--- src/rtl/sfifo_ctrl.sv ---
// ---------------------------------------------------------------------------
// sfifo_ctrl -- control logic for a single-clock FIFO built around an external
// simple dual-port RAM. The block owns the write/read pointers, the occupancy
// counter and the status flags; the RAM itself (and its read latency) lives
// outside this module.
//
// Parameters
//   depth  : number of RAM entries, must equal 2**addr
//   width  : RAM data width (carried for the integrator, not used here)
//   addr   : RAM address width
//
// Ports
//   clk          in   single clock, all state updates on its rising edge
//   rst          in   asynchronous, active-low reset
//   push         in   upstream write request
//   pop          in   downstream read request
//   wr           out  RAM write enable (push accepted this cycle)
//   rd           out  RAM read enable  (pop accepted this cycle)
//   wraddr       out  RAM write address (registered write pointer)
//   rdaddr       out  RAM read address  (registered read pointer)
//   full         out  count == depth
//   empty        out  count == 0
//   count        out  occupancy, 0..depth
//   ovf          out  sticky: push attempted while full
//   unf          out  sticky: pop attempted while empty
//   almost_full  out  count >= depth-1   (only with SFIFO_ALMOST_FLAGS_EN)
//   almost_empty out  count <= 1         (only with SFIFO_ALMOST_FLAGS_EN)
//
// Build option
//   SFIFO_ALMOST_FLAGS_EN : when defined, adds the almost_full/almost_empty
//                           outputs; when undefined they do not exist.
// ---------------------------------------------------------------------------
module sfifo_ctrl #(
  parameter int depth = 8,
  parameter int width = 16,
  parameter int addr  = 3
) (
  input  logic            clk,
  input  logic            rst,
  input  logic            push,
  input  logic            pop,
  output logic            wr,
  output logic            rd,
  output logic [addr-1:0] wraddr,
  output logic [addr-1:0] rdaddr,
  output logic            full,
  output logic            empty,
  output logic [addr:0]   count,
  output logic            ovf,
  output logic            unf
`ifdef SFIFO_ALMOST_FLAGS_EN
  ,
  output logic            almost_full,
  output logic            almost_empty
`endif
);

  // Occupancy value that means "every entry holds data".
  localparam logic [addr:0] FULL_CNT = (addr+1)'(depth);

  // Pointer arithmetic relies on natural wrap of an addr-bit counter, so the
  // depth has to be an exact power of two matching addr.
  if ((depth != (1 << addr)) || (width < 1)) begin : g_bad_cfg
    $error("sfifo_ctrl: depth must equal 2**addr and width must be positive");
  end

  logic [addr-1:0] wr_ptr_q, wr_ptr_d;
  logic [addr-1:0] rd_ptr_q, rd_ptr_d;
  logic [addr:0]   count_q,  count_d;
  logic            ovf_q,    ovf_d;
  logic            unf_q,    unf_d;
  logic            push_ok;
  logic            pop_ok;

  // Flags come straight from the registered count, so input activity can
  // never make them glitch.
  assign full  = (count_q == FULL_CNT);
  assign empty = (count_q == '0);

  // Accept terms. The rst term keeps the RAM strobes quiet while reset is
  // held, even though full/empty alone would already block a pop.
  assign push_ok = push & ~full  & rst;
  assign pop_ok  = pop  & ~empty & rst;

  assign wr     = push_ok;
  assign rd     = pop_ok;
  assign wraddr = wr_ptr_q;
  assign rdaddr = rd_ptr_q;
  assign count  = count_q;
  assign ovf    = ovf_q;
  assign unf    = unf_q;

  always_comb begin
    wr_ptr_d = wr_ptr_q;
    rd_ptr_d = rd_ptr_q;
    count_d  = count_q;
    ovf_d    = ovf_q;
    unf_d    = unf_q;

    if (push_ok) wr_ptr_d = wr_ptr_q + 1'b1;
    if (pop_ok)  rd_ptr_d = rd_ptr_q + 1'b1;

    // When full (or empty) with both requests, only one side is accepted,
    // so the count still moves by one in that case.
    unique case ({push_ok, pop_ok})
      2'b10:   count_d = count_q + 1'b1;
      2'b01:   count_d = count_q - 1'b1;
      default: count_d = count_q;
    endcase

    // Sticky error flags: any attempt against a full/empty FIFO, including
    // the simultaneous push+pop boundary cases.
    if (push && full)  ovf_d = 1'b1;
    if (pop  && empty) unf_d = 1'b1;
  end

  always_ff @(posedge clk or negedge rst) begin
    if (!rst) begin
      wr_ptr_q <= '0;
      rd_ptr_q <= '0;
      count_q  <= '0;
      ovf_q    <= 1'b0;
      unf_q    <= 1'b0;
    end else begin
      wr_ptr_q <= wr_ptr_d;
      rd_ptr_q <= rd_ptr_d;
      count_q  <= count_d;
      ovf_q    <= ovf_d;
      unf_q    <= unf_d;
    end
  end

`ifdef SFIFO_ALMOST_FLAGS_EN
  // Reset count of zero yields almost_full=0, almost_empty=1 automatically.
  assign almost_full  = (count_q >= (FULL_CNT - 1'b1));
  assign almost_empty = (count_q <= (addr+1)'(1));
`endif

endmodule

--- config.mk ---
export PLATFORM = sky130hd
export DESIGN_NAME = sfifo_ctrl
export DESIGN_NICKNAME = d
export VERILOG_FILES = /design/src/rtl/sfifo_ctrl.sv
export SDC_FILE = /design/constraint.sdc
export NUM_CORES = 1
export LEC_CHECK = 0
export ABC_AREA = 1
export BUFFER_PORTS_ARGS = -buffer_cell sky130_fd_sc_hd__buf_2
export CAP_MARGIN = 20
export CORE_MARGIN = 10
export CORE_UTILIZATION = 53
export DETAILED_ROUTE_END_ITERATION = 12
export PLACE_DENSITY = 0.81
export SLEW_MARGIN = 20
export SYNTH_ARGS = -nofsm -noshare
export SYNTH_HDL_FRONTEND = slang
export SYNTH_SLANG_ARGS = --single-unit
--- constraint.sdc ---
create_clock -name clk -period 5.6 [get_ports clk]
set_input_delay 0 -clock clk [delete_from_list [all_inputs] [get_ports clk]]
set_output_delay 0 -clock clk [all_outputs]
set_load 0.05 [all_outputs]
==> results.txt, run 1 <==
area added between synthesis and finish: 23.1%
Crit path required time: 5.79 ns
Post-Syn Area: 714 sq um
CTS tree: built
die area: 0.00322 sq mm
Fin Clk Skew: 0.00308 ns
FILL cells: 106
Tmin final: 2.10 ns
Pins Over Slew Limit: 0
antenna-violating nets left: 0
Multi-input gate area: 360 sq um
crit-path cells: nor2_4 > nand3_4 > nand3_2 > inv_1 > ha_1 > ha_1 > or2_2 > nand2_1 > nand2_1 > nand3_1 > nand2_1
Synth async-reset ratio: 1.00
design area: 880 sq um
DRC: 0
cells on worst reg2reg path: 11
setup TNS: 0 ns
crit-path max cell delay: 0.46 ns
Max Root-Sink Buffers: 2
DRT iter0 DRCs: 10
status: finished clean
floorplan core area: 0.00128 sq mm
achievable frequency: 475 MHz
post-synthesis instance total: 78
initial core utilization: 0.556
synth cell count leaders: nand2_1 (23), dfrtp_1 (12), inv_1 (11), nand4_1 (6), ha_1 (5)
Port Buffer Count: 19
Final #Nets: 113
fin crit share: 0.376
layout cells sized above 1: 0.304
startpoint types: flop
Post-CTS Setup Bufs: 0
Rows: 13
die width: 56.7 um
Post-CTS Resized: 0
wire per inst: 14.7 um
Vias per Instance: 5.09
hold depth: 3
# setup viols final: 0
post-synth net total: 88
Antenna diodes: 0
CP endpoint kind: flop
max-cap violations: 0
Worst-Margin Slew: 0.436 ns
initial antenna violation count: 0
RSZ-0062 raised after global routing: no
arrival time worst endpoint: 2.29 ns
top-count cell post-synth: nand2_1
drt first pass iters: 4
detailed-route via count: 596
WS Path Type: reg -> reg
RD Place Congestion: 0.779
CTS H-tree lvls: 1
first-pass GRT wire length: 2970 um
Seq cells post-synth: 12
post-synth top area share: 0.420
post-synthesis cell type count: 18
vias in the first global route: 638
Post-synth EDFFs: 0
gr usage total: 0.118
register area: 300 sq um
Hold Fails Final Rpt: 0
critical path's slowest cell: dfrtp_1
GRT overflow: 0
CTS clock-pin slew for the worst setup and hold paths: 0.08 ns
sequential fraction of the synthesis area: 0.420
largest net degree at the start of global routing: 21
Crit Path Max Fanout: 5
top_reg_cell synth: dfrtp_1
WL final: 1720 um
top cells by area, synth: dfrtp_1 (42%), nand2_1 (12%), ha_1 (8.8%)
DP HPWL: 1300 um
DP Area: 823 sq um
Root Buffer: clkbuf_4
Slew HR: 0.709
cell mode on critical path: nand2_1
Die Ht: 56.7 um
IO Count: 20
# clock sinks: 12
Synth area leader: dfrtp_1
CTS buffer count: 3
synth warn: 0
Synth Area per Inst: 9.16 sq um
Hold WC Path Type: in -> reg
clock latency on the worst-skew pair: 0.29 ns
==> metal layers <==
metal	GRT usage	share of wire
met3	0.0427	0.065
met2	0.202	0.50
met4	0.0928	0.034
met1	0.111	0.39
met5	0	0
==> cell type report <==
class,count,area share
multi-input combinational,52,0.410
sequential,12,0.341
timing repair buffer,21,0.131
inverter,13,0.0555
clock buffer,4,0.0413
tap,15,0.0213
==> logic make-up (layout without fill, tap and decap cells) <==
group | Yosys count | count (layout) | share of synthesized area
and+or+nand+nor | 38 | 38 | 0.305
DFF | 12 | 12 | 0.420
buffers and inverters | 14 | 38 | 0.0753
adders and majority gates | 6 | 6 | 0.116
AOI/OAI and AO/OA | 4 | 4 | 0.0350
xor gates and xnor gates | 4 | 4 | 0.0490
==> worst max-delay path: cells and delay by family (launching register included) <==
| family | cells | cell delay (ns) |
|---|---|---|
| flip-flops | 1 | 0.46 |
| adder cells (fa/ha/maj) | 2 | 0.55 |
| AND/OR/NAND/NOR | 8 | 0.93 |
| buffers and inverters | 1 | 0.06 |
==> placed cells by master (no fill, tap or decap) <==
cell type / n
nand4_1: 6
nand3_1: 2
buf_2: 19
nand3_4: 3
inv_2: 2
a21o_1: 2
dfrtp_1: 12
nor2_4: 1
dlygate4sd3_1: 2
xnor2_1: 1
nor2_1: 1
clkbuf_8: 1
o21ai_0: 2
or2_2: 1
ha_1: 5
xor2_1: 3
fa_1: 1
clkbuf_4: 3
nand3_2: 1
inv_1: 11
nand2_1: 23
==> worst paths after layout <==
check	startpoint	to	slack, ns
worst max-delay path	count[1]$_DFFE_PN0P_	count[3]$_DFFE_PN0P_	3.50
worst min-delay path	push	wraddr[1]$_DFFE_PN0P_	0.03
worst max register to register	count[1]$_DFFE_PN0P_	count[3]$_DFFE_PN0P_	3.50
worst min register to register	unf$_DFFE_PN0P_	unf$_DFFE_PN0P_	0.46
max in group asynchronous	rst	rdaddr[1]$_DFFE_PN0P_	5.12
min in group asynchronous	rst	ovf$_DFFE_PN0P_	0.18
==> metrics by stage <==
| stage | instances | hold WS [ns] | setup WS, ns | util |
|---|---|---|---|---|
| detailed placement | 111 | -0.0453 | 3.51 | 0.641 |
| global placement | 111 | -0.0484 | 3.55 | 0.641 |
| global route | 117 | 0.0430 | 3.34 | 0.685 |
| CTS | 117 | 0.0381 | 3.49 | 0.685 |
| floorplan | 78 | -0.296 | 3.04 | - |
| finish | 117 | 0.0312 | 3.50 | 0.685 |
==> sequential cells by signal (all words and copies together), names as in the netlist <==
register / flops
unf: 1
wraddr: 3
count: 4
ovf: 1
rdaddr: 3
==> what timing repair did <==
action,CTS,global route
setup endpoints to repair,0,0
hold buffers,2,0
endpoints found under the hold margin,13,0
Power of run 1 is not shown: default switching activity piles up to over one toggle a cycle in this logic, so the estimate is an artifact.
==> run 2: changes to the inputs <==
--- a/config.mk
+++ b/config.mk
@@ -9,9 +9,9 @@
 export BUFFER_PORTS_ARGS = -buffer_cell sky130_fd_sc_hd__buf_2
 export CAP_MARGIN = 20
 export CORE_MARGIN = 10
-export CORE_UTILIZATION = 53
+export CORE_UTILIZATION = 49
 export DETAILED_ROUTE_END_ITERATION = 12
-export PLACE_DENSITY = 0.81
+export PLACE_DENSITY = 0.76
 export SLEW_MARGIN = 20
 export SYNTH_ARGS = -nofsm -noshare
 export SYNTH_HDL_FRONTEND = slang
==> constraint.sdc (replaced) <==
create_clock -name clk -period 2.2 [get_ports clk]
set_input_delay 0 -clock clk [delete_from_list [all_inputs] [get_ports clk]]
set_output_delay 0 -clock clk [all_outputs]
set_load 0.05 [all_outputs]
==> run 2 against run 1 <==
  * Hold slack improved by 0.0035 ns
  * Register-to-register slack got worse by 3.3 ns
  * Final area rose by 3.6%
  * Via count rose by 2.2%
  * Core utilization fell by 0.16 points
  * Die area rose by 5.3%
  * Cell count did not move
==> results.txt, run 2 (synthesis gave the netlist of run 1 again) <==
Hold Fails Final Rpt: 0 (unchanged)
# setup viols final: 0 (unchanged)
die area: 0.00339 sq mm (+5.3%)
achievable frequency: 511 MHz (+7.5%)
WS Path Type: reg -> reg
DRC: 0 (unchanged)
clock latency on the worst-skew pair: 0.27 ns (-0.02 ns)
WL final: 1560 um (-9.2%)
Final #Nets: 113 (unchanged)
Slew HR: 0.831 (+0.122)
detailed-route via count: 609 (+2.2%)
max reg flops: 4 (unchanged)
Rows: 13 (unchanged)
Root Buffer: clkbuf_4
floorplan core area: 0.00133 sq mm (+3.8%)
max-cap violations: 0 (unchanged)
status: finished clean
largest net degree at the start of global routing: 14 (-33%)
IO Count: 20 (unchanged)
Antenna diodes: 0 (unchanged)
vias in the first global route: 639 (+0.16%)
most frequent cells in the layout: nand2_1 (23), buf_2 (19), inv_1 (10)
RSZ-0062 raised after global routing: no
Hold WC Path Type: in -> reg
antenna-violating nets left: 0 (unchanged)
startpoint types: flop
CP endpoint kind: flop
Port Buffer Count: 19 (unchanged)
# clock sinks: 12 (unchanged)
initial core utilization: 0.536 (-0.0203)
RD Place Congestion: 0.772 (-0.83%)
final design utilization: 0.683 (-0.00159)
FILL cells: 113 (+6.6%)
Post-CTS Setup Bufs: 0 (unchanged)
initial antenna violation count: 0 (unchanged)
Die Ht: 58.2 um (+2.6%)
DP Area: 875 sq um (+6.2%)
most common cell after layout, fill and taps aside: nand2_1
wire per inst: 13.3 um (-9.2%)
Biggest register: count
CTS H-tree lvls: 1 (unchanged)
Crit path required time: 2.36 ns (-3.43 ns)
area added between synthesis and finish: 27.5%
Crit Path Max Fanout: 5 (unchanged)
design area: 911 sq um (+3.6%)
CTS Hold Bufs: 1 (-1)
first-pass GRT wire length: 2740 um (-7.9%)
CTS clock-pin slew for the worst setup and hold paths: 0.08 ns (about the same)
drt first pass iters: 4 (unchanged)
CTS tree: built
fin crit share: 0.890 (+0.514)
Tmin final: 1.96 ns (-0.146 ns)
Worst-Margin Slew: 0.255 ns (-0.181 ns)
Max Root-Sink Buffers: 2 (unchanged)
GRT overflow: 0 (unchanged)
final hold slack: 0.0347 ns (+0.00351 ns)
Fin Clk Skew: 0.00739 ns (+0.00431 ns)
DP HPWL: 1300 um (about the same)
arrival time worst endpoint: 2.11 ns (-0.18 ns)
layout cells sized above 1: 0.373 (+0.0686)
Post-CTS Resized: 0 (unchanged)
Vias per Instance: 5.21 (+2.2%)
CTS buffer count: 3 (unchanged)
die width: 58.2 um (+2.6%)
setup TNS: 0 ns (unchanged)
Pins Over Slew Limit: 0 (unchanged)
DRT iter0 DRCs: 8 (-2)
gr usage total: 0.0993 (-0.0190)
## run 2: metal layers
metal | track usage | vias to the layer above | share of wire
li1 | - | 307 | -
met1 | 0.106 | 288 | 0.43
met2 | 0.170 | 12 | 0.49
met3 | 0.0392 | 2 | 0.077
met4 | 0.0403 | 0 | 0.0077
met5 | 0 | - | 0
## run 2: critical path, stage by stage, from the launching register on
cell and delay (ns):
dfrtp_2 0.45, nor2_4 0.18, nand3_4 0.13, nand3_4 0.13
clkinvlp_4 0.11, ha_4 0.19, ha_4 0.21, or2_4 0.23
nand2_1 0.06, nand2_1 0.05, nand3_1 0.06, nand2_1 0.05
## run 2: worst paths after layout
kind                       cells past startpoint                 start  slack [ns]                    end
setup / recovery                              11  count[0]$_DFFE_PN0P_        0.24   count[3]$_DFFE_PN0P_
hold / removal                                 2                   pop        0.03        unf$_DFFE_PN0P_
setup reg to reg                              11  count[0]$_DFFE_PN0P_        0.24   count[3]$_DFFE_PN0P_
hold reg to reg                                1       unf$_DFFE_PN0P_        0.46        unf$_DFFE_PN0P_
max in group asynchronous                      3                   rst        1.64  wraddr[2]$_DFFE_PN0P_
min in group asynchronous                      2                   rst        0.11   count[1]$_DFFE_PN0P_
## run 2: layout make-up
class | instances | area (sq um) | share of cell area
Sequential cell | 12 | 305 | 0.335
Clock buffer | 4 | 26.3 | 0.0288
Inverter | 13 | 52.6 | 0.0577
Timing Repair Buffer | 21 | 113 | 0.124
Multi-Input combinational cell | 52 | 395 | 0.434
Tap cell | 15 | 18.8 | 0.0206
## run 2: stage by stage
step                cells  setup WS, ns
finish                117         0.243
global route          117         0.106
CTS                   117         0.229
detailed placement    112         0.253
global placement      112         0.312
floorplan              78       -0.0421
Power of run 2 is left out for the same reason.
